$ cat config.mk
export PLATFORM = sky130hd
export DESIGN_NAME = uart_rx
export DESIGN_NICKNAME = d
export VERILOG_FILES = /design/src/rtl/uart_rx.sv
export SDC_FILE = /design/constraint.sdc
export NUM_CORES = 1
export LEC_CHECK = 0
export ABC_AREA = 1
export BUFFER_PORTS_ARGS = -buffer_cell sky130_fd_sc_hd__buf_2
export CAP_MARGIN = 20
export CORE_UTILIZATION = 45
export CTS_BUF_LIST = sky130_fd_sc_hd__clkbuf_2
export CTS_CLUSTER_SIZE = 20
export DETAILED_ROUTE_END_ITERATION = 8
export GPL_TIMING_DRIVEN = 0
export PLACE_DENSITY = 0.64
export RECOVER_POWER = 50
export SYNTH_ARGS = -nofsm -noshare
export SYNTH_HDL_FRONTEND = slang
export SYNTH_SLANG_ARGS = --single-unit
$ cat constraint.sdc
create_clock -name clk -period 2.8 [get_ports clk]
set_input_delay 0.56 -clock clk [delete_from_list [all_inputs] [get_ports clk]]
set_output_delay 0.56 -clock clk [all_outputs]
set_load 0.02 [all_outputs]
$ cat src/rtl/uart_rx.sv
// 8-N-1 UART receiver with a one-entry valid/ready holding register.
// Optional even parity bit is enabled by defining UART_RX_PARITY_EN.
module uart_rx #(
  parameter int Clock = 50,
  parameter int Baud  = 115200
) (
  input  logic       clk,
  input  logic       rst_n,
  input  logic       rxd,
  output logic [7:0] rx_data,
  output logic       rx_valid,
  input  logic       rx_ready,
  output logic       frame_err,
  output logic       overrun,
  output logic       parity_err
);

  localparam int BAUD_DIV = (Clock * 1000000) / Baud;
  localparam int HALF_DIV = BAUD_DIV / 2;
  localparam int CNT_W    = (BAUD_DIV > 1) ? $clog2(BAUD_DIV) : 1;
  localparam logic [CNT_W-1:0] CNT_LAST = CNT_W'(BAUD_DIV - 1);
  localparam logic [CNT_W-1:0] CNT_HALF = CNT_W'(HALF_DIV - 1);

  typedef enum logic [2:0] {
    S_IDLE,
    S_START,
    S_DATA,
    S_PARITY,
    S_STOP,
    S_WAIT_HIGH
  } state_e;

  state_e           state_q;
  logic [CNT_W-1:0] cnt_q;
  logic [2:0]       bit_idx_q;
  logic [7:0]       shift_q;
  logic             frame_err_q;
  logic             rxd_meta_q;
  logic             rxs_q;

  logic [7:0]       rx_data_q, rx_data_d;
  logic             rx_valid_q, rx_valid_d;
  logic             overrun_q, overrun_d;

  logic             half_tick;
  logic             bit_tick;
  logic             parity_ok;
  logic             deliver;

  // Two-flop synchroniser; resets to the idle (high) line level.
  always_ff @(posedge clk or negedge rst_n) begin
    if (!rst_n) begin
      rxd_meta_q <= 1'b1;
      rxs_q      <= 1'b1;
    end else begin
      rxd_meta_q <= rxd;
      rxs_q      <= rxd_meta_q;
    end
  end

  assign half_tick = (cnt_q == CNT_HALF);
  assign bit_tick  = (cnt_q == CNT_LAST);

`ifdef UART_RX_PARITY_EN
  logic par_bit_q;
  logic parity_err_q;

  assign parity_ok  = ~(^{shift_q, par_bit_q});
  assign parity_err = parity_err_q;
`else
  assign parity_ok  = 1'b1;
  assign parity_err = 1'b0;
`endif

  always_ff @(posedge clk or negedge rst_n) begin
    if (!rst_n) begin
      state_q     <= S_IDLE;
      cnt_q       <= '0;
      bit_idx_q   <= '0;
      shift_q     <= '0;
      frame_err_q <= 1'b0;
`ifdef UART_RX_PARITY_EN
      par_bit_q    <= 1'b0;
      parity_err_q <= 1'b0;
`endif
    end else begin
      frame_err_q <= 1'b0;
`ifdef UART_RX_PARITY_EN
      parity_err_q <= 1'b0;
`endif
      case (state_q)
        S_IDLE: begin
          cnt_q <= '0;
          if (!rxs_q) begin
            state_q <= S_START;
          end
        end

        S_START: begin
          if (half_tick) begin
            cnt_q     <= '0;
            bit_idx_q <= '0;
            // A start bit that is high again at mid-bit was a glitch.
            state_q   <= rxs_q ? S_IDLE : S_DATA;
          end else begin
            cnt_q <= cnt_q + CNT_W'(1);
          end
        end

        S_DATA: begin
          if (bit_tick) begin
            cnt_q     <= '0;
            shift_q   <= {rxs_q, shift_q[7:1]};
            bit_idx_q <= bit_idx_q + 3'd1;
            if (bit_idx_q == 3'd7) begin
`ifdef UART_RX_PARITY_EN
              state_q <= S_PARITY;
`else
              state_q <= S_STOP;
`endif
            end
          end else begin
            cnt_q <= cnt_q + CNT_W'(1);
          end
        end

`ifdef UART_RX_PARITY_EN
        S_PARITY: begin
          if (bit_tick) begin
            cnt_q     <= '0;
            par_bit_q <= rxs_q;
            state_q   <= S_STOP;
          end else begin
            cnt_q <= cnt_q + CNT_W'(1);
          end
        end
`endif

        S_STOP: begin
          if (bit_tick) begin
            cnt_q <= '0;
            if (rxs_q) begin
              state_q <= S_IDLE;
`ifdef UART_RX_PARITY_EN
              parity_err_q <= ~parity_ok;
`endif
            end else begin
              frame_err_q <= 1'b1;
              state_q     <= S_WAIT_HIGH;
            end
          end else begin
            cnt_q <= cnt_q + CNT_W'(1);
          end
        end

        S_WAIT_HIGH: begin
          cnt_q <= '0;
          if (rxs_q) begin
            state_q <= S_IDLE;
          end
        end

        default: begin
          state_q <= S_IDLE;
          cnt_q   <= '0;
        end
      endcase
    end
  end

  // A byte is handed over only on a clean stop bit with matching parity.
  assign deliver = (state_q == S_STOP) && bit_tick && rxs_q && parity_ok;

  always_comb begin
    rx_data_d  = rx_data_q;
    rx_valid_d = rx_valid_q;
    overrun_d  = 1'b0;
    if (deliver) begin
      if (!rx_valid_q || rx_ready) begin
        rx_data_d  = shift_q;
        rx_valid_d = 1'b1;
      end else begin
        overrun_d = 1'b1;
      end
    end else if (rx_valid_q && rx_ready) begin
      rx_valid_d = 1'b0;
    end
  end

  always_ff @(posedge clk or negedge rst_n) begin
    if (!rst_n) begin
      rx_data_q  <= '0;
      rx_valid_q <= 1'b0;
      overrun_q  <= 1'b0;
    end else begin
      rx_data_q  <= rx_data_d;
      rx_valid_q <= rx_valid_d;
      overrun_q  <= overrun_d;
    end
  end

  assign rx_data   = rx_data_q;
  assign rx_valid  = rx_valid_q;
  assign overrun   = overrun_q;
  assign frame_err = frame_err_q;

endmodule

Word level (Yosys, flattened, before mapping)
Index checks and enable logic that the tools add are counted.

Mux-type cells: 23. Equality and inequality tests: 14. Reductions and logical operators: 14. Add/sub/neg operators: 2.

Operators by type and width (count): $mux 3 (9); $mux 9 (2); $pmux 9 s2 (1); $pmux 3 s5 (1); $ne 2x2->1 const B (6); $add 9x1->9 const B (1); $eq 3x3->1 const B (3); $eq 9x8->1 const B (1); $eq 9x9->1 const B (1); $mux 1 (8); $pmux 3 s2 (1); $reduce_and 2->1 (3); $reduce_and 6->1 (1); $reduce_bool 2->1 (2); $add 3x1->3 const B (1); $eq 3x1->1 const B (1); $eq 3x2->1 const B (1); $logic_and 1x1->1 (3); $logic_not 3->1 (1); $reduce_and 3->1 (1); $mux 2 (1); $ne 2x1->1 const B (1); $reduce_or 2->1 (1); $logic_not 1->1 (1); $logic_or 1x1->1 (1).

Output and inout bits: 12. Input bits: 4. Logic and storage cells: 63. Bits in registers: 36.

Logic depth before layout (Yosys ltp)
Depth after elaboration: 5. Gate-level depth with buffers: 10. Depth with buffers taken out: 9.

Worst setup path after synthesis
OpenSTA, ideal clock, no wires.

Kind: flip-flop to flip-flop. Start: register cnt_q[1]. End: register rx_data_q[7] (netlist: rx_data[7]). Data arrival time: 1266 ps. Setup slack: 1417 ps. Cell stages (with the launch flop): 11. Path buffers: 1. Cells stage by stage: dfrtp_1 > inv_1 > ha_1 > nand2_1 > nor2_2 > nand2_4 > clkinv_4 > nand3_4 > buf_6 > nand2_2 > o21ai_2.

Cells in the longest elaborated chain, start to end: 4.

Ends and longest elaborated chain: start, declared (line 34) `logic [CNT_W-1:0] cnt_q;`; start signal, assigned (line 106) `cnt_q <= cnt_q + CNT_W'(1);`; start signal, assigned (line 123) `cnt_q <= cnt_q + CNT_W'(1);`; start signal, assigned (line 152) `cnt_q <= cnt_q + CNT_W'(1);`; $eq 9x9->1 (line 62) `assign bit_tick = (cnt_q == CNT_LAST);`; $logic_and 1x1->1 (2 in a row) (line 172) `assign deliver = (state_q == S_STOP) && bit_tick && rxs_q && parity_ok;`; $reduce_and 2->1 (no source line); end signal, assigned (line 196) `rx_data_q <= rx_data_d;`; end, declared (line 41) `logic [7:0] rx_data_q, rx_data_d;`.

Every way passes these cells. A chain may end at the register's enable or synchronous reset.

Worst setup path after layout
Start: register cnt_q[0]. End: register rx_data_q[7] (netlist: rx_data[7]).

Same word-level chain as after synthesis.

==> flow_metrics.env <==
export IMPL_status="complete, but fails checks"
export IMPL_failed_checks="capacitance limit, slew limit"
export IMPL_grt_use_total_pct=17.2
export IMPL_filler_cell_count=348
export IMPL_clockBufferDepth=2
export IMPL_slew_violations=37
export IMPL_synth_net_count=197
export IMPL_cts_resized=0
export IMPL_crit_path_end_kind="register"
export IMPL_antenna_found_initial=0
export IMPL_p_total_mw=0.867
export IMPL_path_max_fanout=10
export IMPL_period_minus_slack_ns=1.77
export IMPL_io_buffers=14
export IMPL_period_share_pct=63.2
export IMPL_yosysTopAreaCellShare_pct=49.2
export IMPL_synth_seq_area_share_pct=52.2
export IMPL_fin_setup_tns_ns=0
export IMPL_nets=218
export IMPL_dpl_hpwl_mm=2.08
export IMPL_holdCritPathClass="input port to register"
export IMPL_power_density_nw_per_um2=453
export IMPL_rows=22
export IMPL_yosysWarnings=0
export IMPL_synth_area_um2=1730
export IMPL_setup_worst_path_class="register to register"
export IMPL_cts_buffers=5
export IMPL_initial_core_util_pct=47.3
export IMPL_layout_drive_gt1_share_pct=24.3
export IMPL_cts_tree="done"
export IMPL_yosysTopAreaCell="dfrtp_1"
export IMPL_slew_headroom_pct=-25.9
export IMPL_io_pins=16
export IMPL_worstMarginPinSlew_ns=1.89
export IMPL_vias_per_cell=4.80
export IMPL_drtAntennaViolNets=0
export IMPL_syn_mean_instance_area_um2=9.20
export IMPL_max_freq_ghz=0.565
export IMPL_gp_congestion=0.758
export IMPL_hold_slack_ns=0.269
export IMPL_ys_seq_elements=36
export IMPL_wl_mm=2.88
export IMPL_synth_commonest_cells="42 x nand2_1, 34 x dfrtp_1, 24 x inv_1, 19 x nor2_1, 10 x nand3_1"
export IMPL_wl_per_cell_um=11.2
export IMPL_arrival_ns=2.10
export IMPL_die_area_um2=4100
export IMPL_dieHeight_um=64.0
export IMPL_clkTransAtPathRegs_ns=0.19
export IMPL_ys_async_sr_fraction_pct=100
export IMPL_synth_most_common_cell="nand2_1"
export IMPL_pre_cts_slack_ns=1.29
export IMPL_hold_viol_final=0
export IMPL_startpoint_type="register"
export IMPL_num_vias=1238
export IMPL_synthCells=188
export IMPL_drt_pass1_iterations=4
export IMPL_antennaDiodeCount=0
export IMPL_core_area_um2=3660
export IMPL_irDropWorstVdd_v=0.000229
export IMPL_root_buffer="clkbuf_2"
export IMPL_insertion_delay_ns=0.38
export IMPL_setup_ws_ns=1.03
export IMPL_syn_to_final_growth_pct=10.6
export IMPL_drt_iter0_drc=55
export IMPL_setup_viol=0
export IMPL_grt_pass1_wl_mm=5.34
export IMPL_hold_buffers=0
export IMPL_p_leak_nw=1.01
export IMPL_first_global_vias=1196
export IMPL_synth_main_ff_cell="dfrtp_1"
export IMPL_drc=0
export IMPL_clkSinkCount=36
export IMPL_maxCapViolCount=1
export IMPL_rsz0062_at_grt="false"
export IMPL_post_cts_setup_buffers=0
export IMPL_fin_skew_ns=0.0210
export IMPL_synth_edf_count=0
export IMPL_crit_required_ns=3.13
export IMPL_yosys_top_cells_area="dfrtp_1 49%, nand2_1 9.1%, inv_1 5.2%, nor2_1 4.1%, o21ai_2 4.0%"
export IMPL_final_util_pct=52.3
export IMPL_htreeDepth=2
export IMPL_grt_max_degree=37
export IMPL_die_x_um=64.0
export IMPL_synth_cell_types=27
export IMPL_grt_ovfl_total=0
## routing by layer
metal	GRT usage [%]	wire length (µm)
met4	7.67	56
met1	22.2	1390
met2	26.9	1330
met3	4.82	109
met5	0	0
## sequential cells by signal, summed over array words and instances (netlist names), 3 cells and up
name / flops
cnt_q: 9
shift_q: 8
rx_data: 8
bit_idx_q: 3
state_q: 3
## critical path: stages (launching register included)
cell        delay, ns
dfrtp_1          0.45
ha_1             0.21
nand2_1          0.07
nor2_2           0.04
nand2_1          0.27
clkinvlp_2       0.25
nand3_4          0.14
buf_6            0.18
nand2_2          0.06
o21ai_2          0.05
## path summary, 6_finish.rpt
check | cells after the start | from | endpoint | slack, ns
max | 9 | cnt_q[0]$_DFF_PN0_ | rx_data[7]$_DFFE_PN0P_ | 1.03
min reg2reg | 0 | rxd_meta_q$_DFF_PN1_ | rxs_q$_DFF_PN1_ | 0.35
max reg2reg | 9 | cnt_q[0]$_DFF_PN0_ | rx_data[7]$_DFFE_PN0P_ | 1.03
min in group asynchronous | 1 | rst_n | state_q[1]$_DFFE_PN0P_ | 0.67
min | 1 | rxd | rxd_meta_q$_DFF_PN1_ | 0.27
max in group asynchronous | 1 | rst_n | cnt_q[1]$_DFF_PN0_ | 1.04
## cells in the final DEF, fill, tap and decap left out, drive strengths merged
| cell | n |
|---|---|
| nand2 | 47 |
| dfrtp | 34 |
| inv | 27 |
| nor2 | 24 |
| o21ai | 19 |
| buf | 16 |
| nand3 | 12 |
| clkbuf | 7 |
| ha | 5 |
| nand4 | 4 |
| xor2 | 3 |
| nor3 | 3 |
| a21oi | 2 |
| dfstp | 2 |
| xnor2 | 1 |
| clkinvlp | 1 |
| conb | 1 |
| clkinv | 1 |
| bufinv | 1 |
## layout make-up
cell class                      count  area [µm²]  share of cell area, %
Sequential cell                    36         903                   47.2
Multi-Input combinational cell    121         679                   35.5
Inverter                           28         106                   5.56
Timing Repair Buffer               14        68.8                   3.60
Tap cell                           48        60.1                   3.14
Clock inverter                      2        35.0                   1.83
Clock buffer                        6        30.0                   1.57
Buffer                              3        30.0                   1.57
## metrics by stage
stage               std cells  instance area [µm²]
floorplan                 188                 1730
global placement          250                 1860
detailed placement        250                 1860
CTS                       258                 1930
global route              258                 1910
finish                    258                 1910
## power breakdown
| group | internal (mW) | total, mW | switching (mW) | leakage [nW] |
|---|---|---|---|---|
| sequential | 0.523 | 0.525 | 0.00135 | 0.481 |
| combinational | 0.00254 | 0.0149 | 0.0124 | 0.485 |
| clock | 0.154 | 0.327 | 0.174 | 0.0430 |
| total | 0.679 | 0.867 | 0.187 | 1.01 |
## cells by family after synthesis
family	Yosys count	synth area share (%)
compound gates	21	7.81
xor+xnor	4	2.02
fa+ha+maj	5	3.62
buf+inv	31	8.10
flops	36	52.2
other cells	1	0.217
simple gates	90	26.0
No activity file was read; power rests on OpenSTA's default activity.
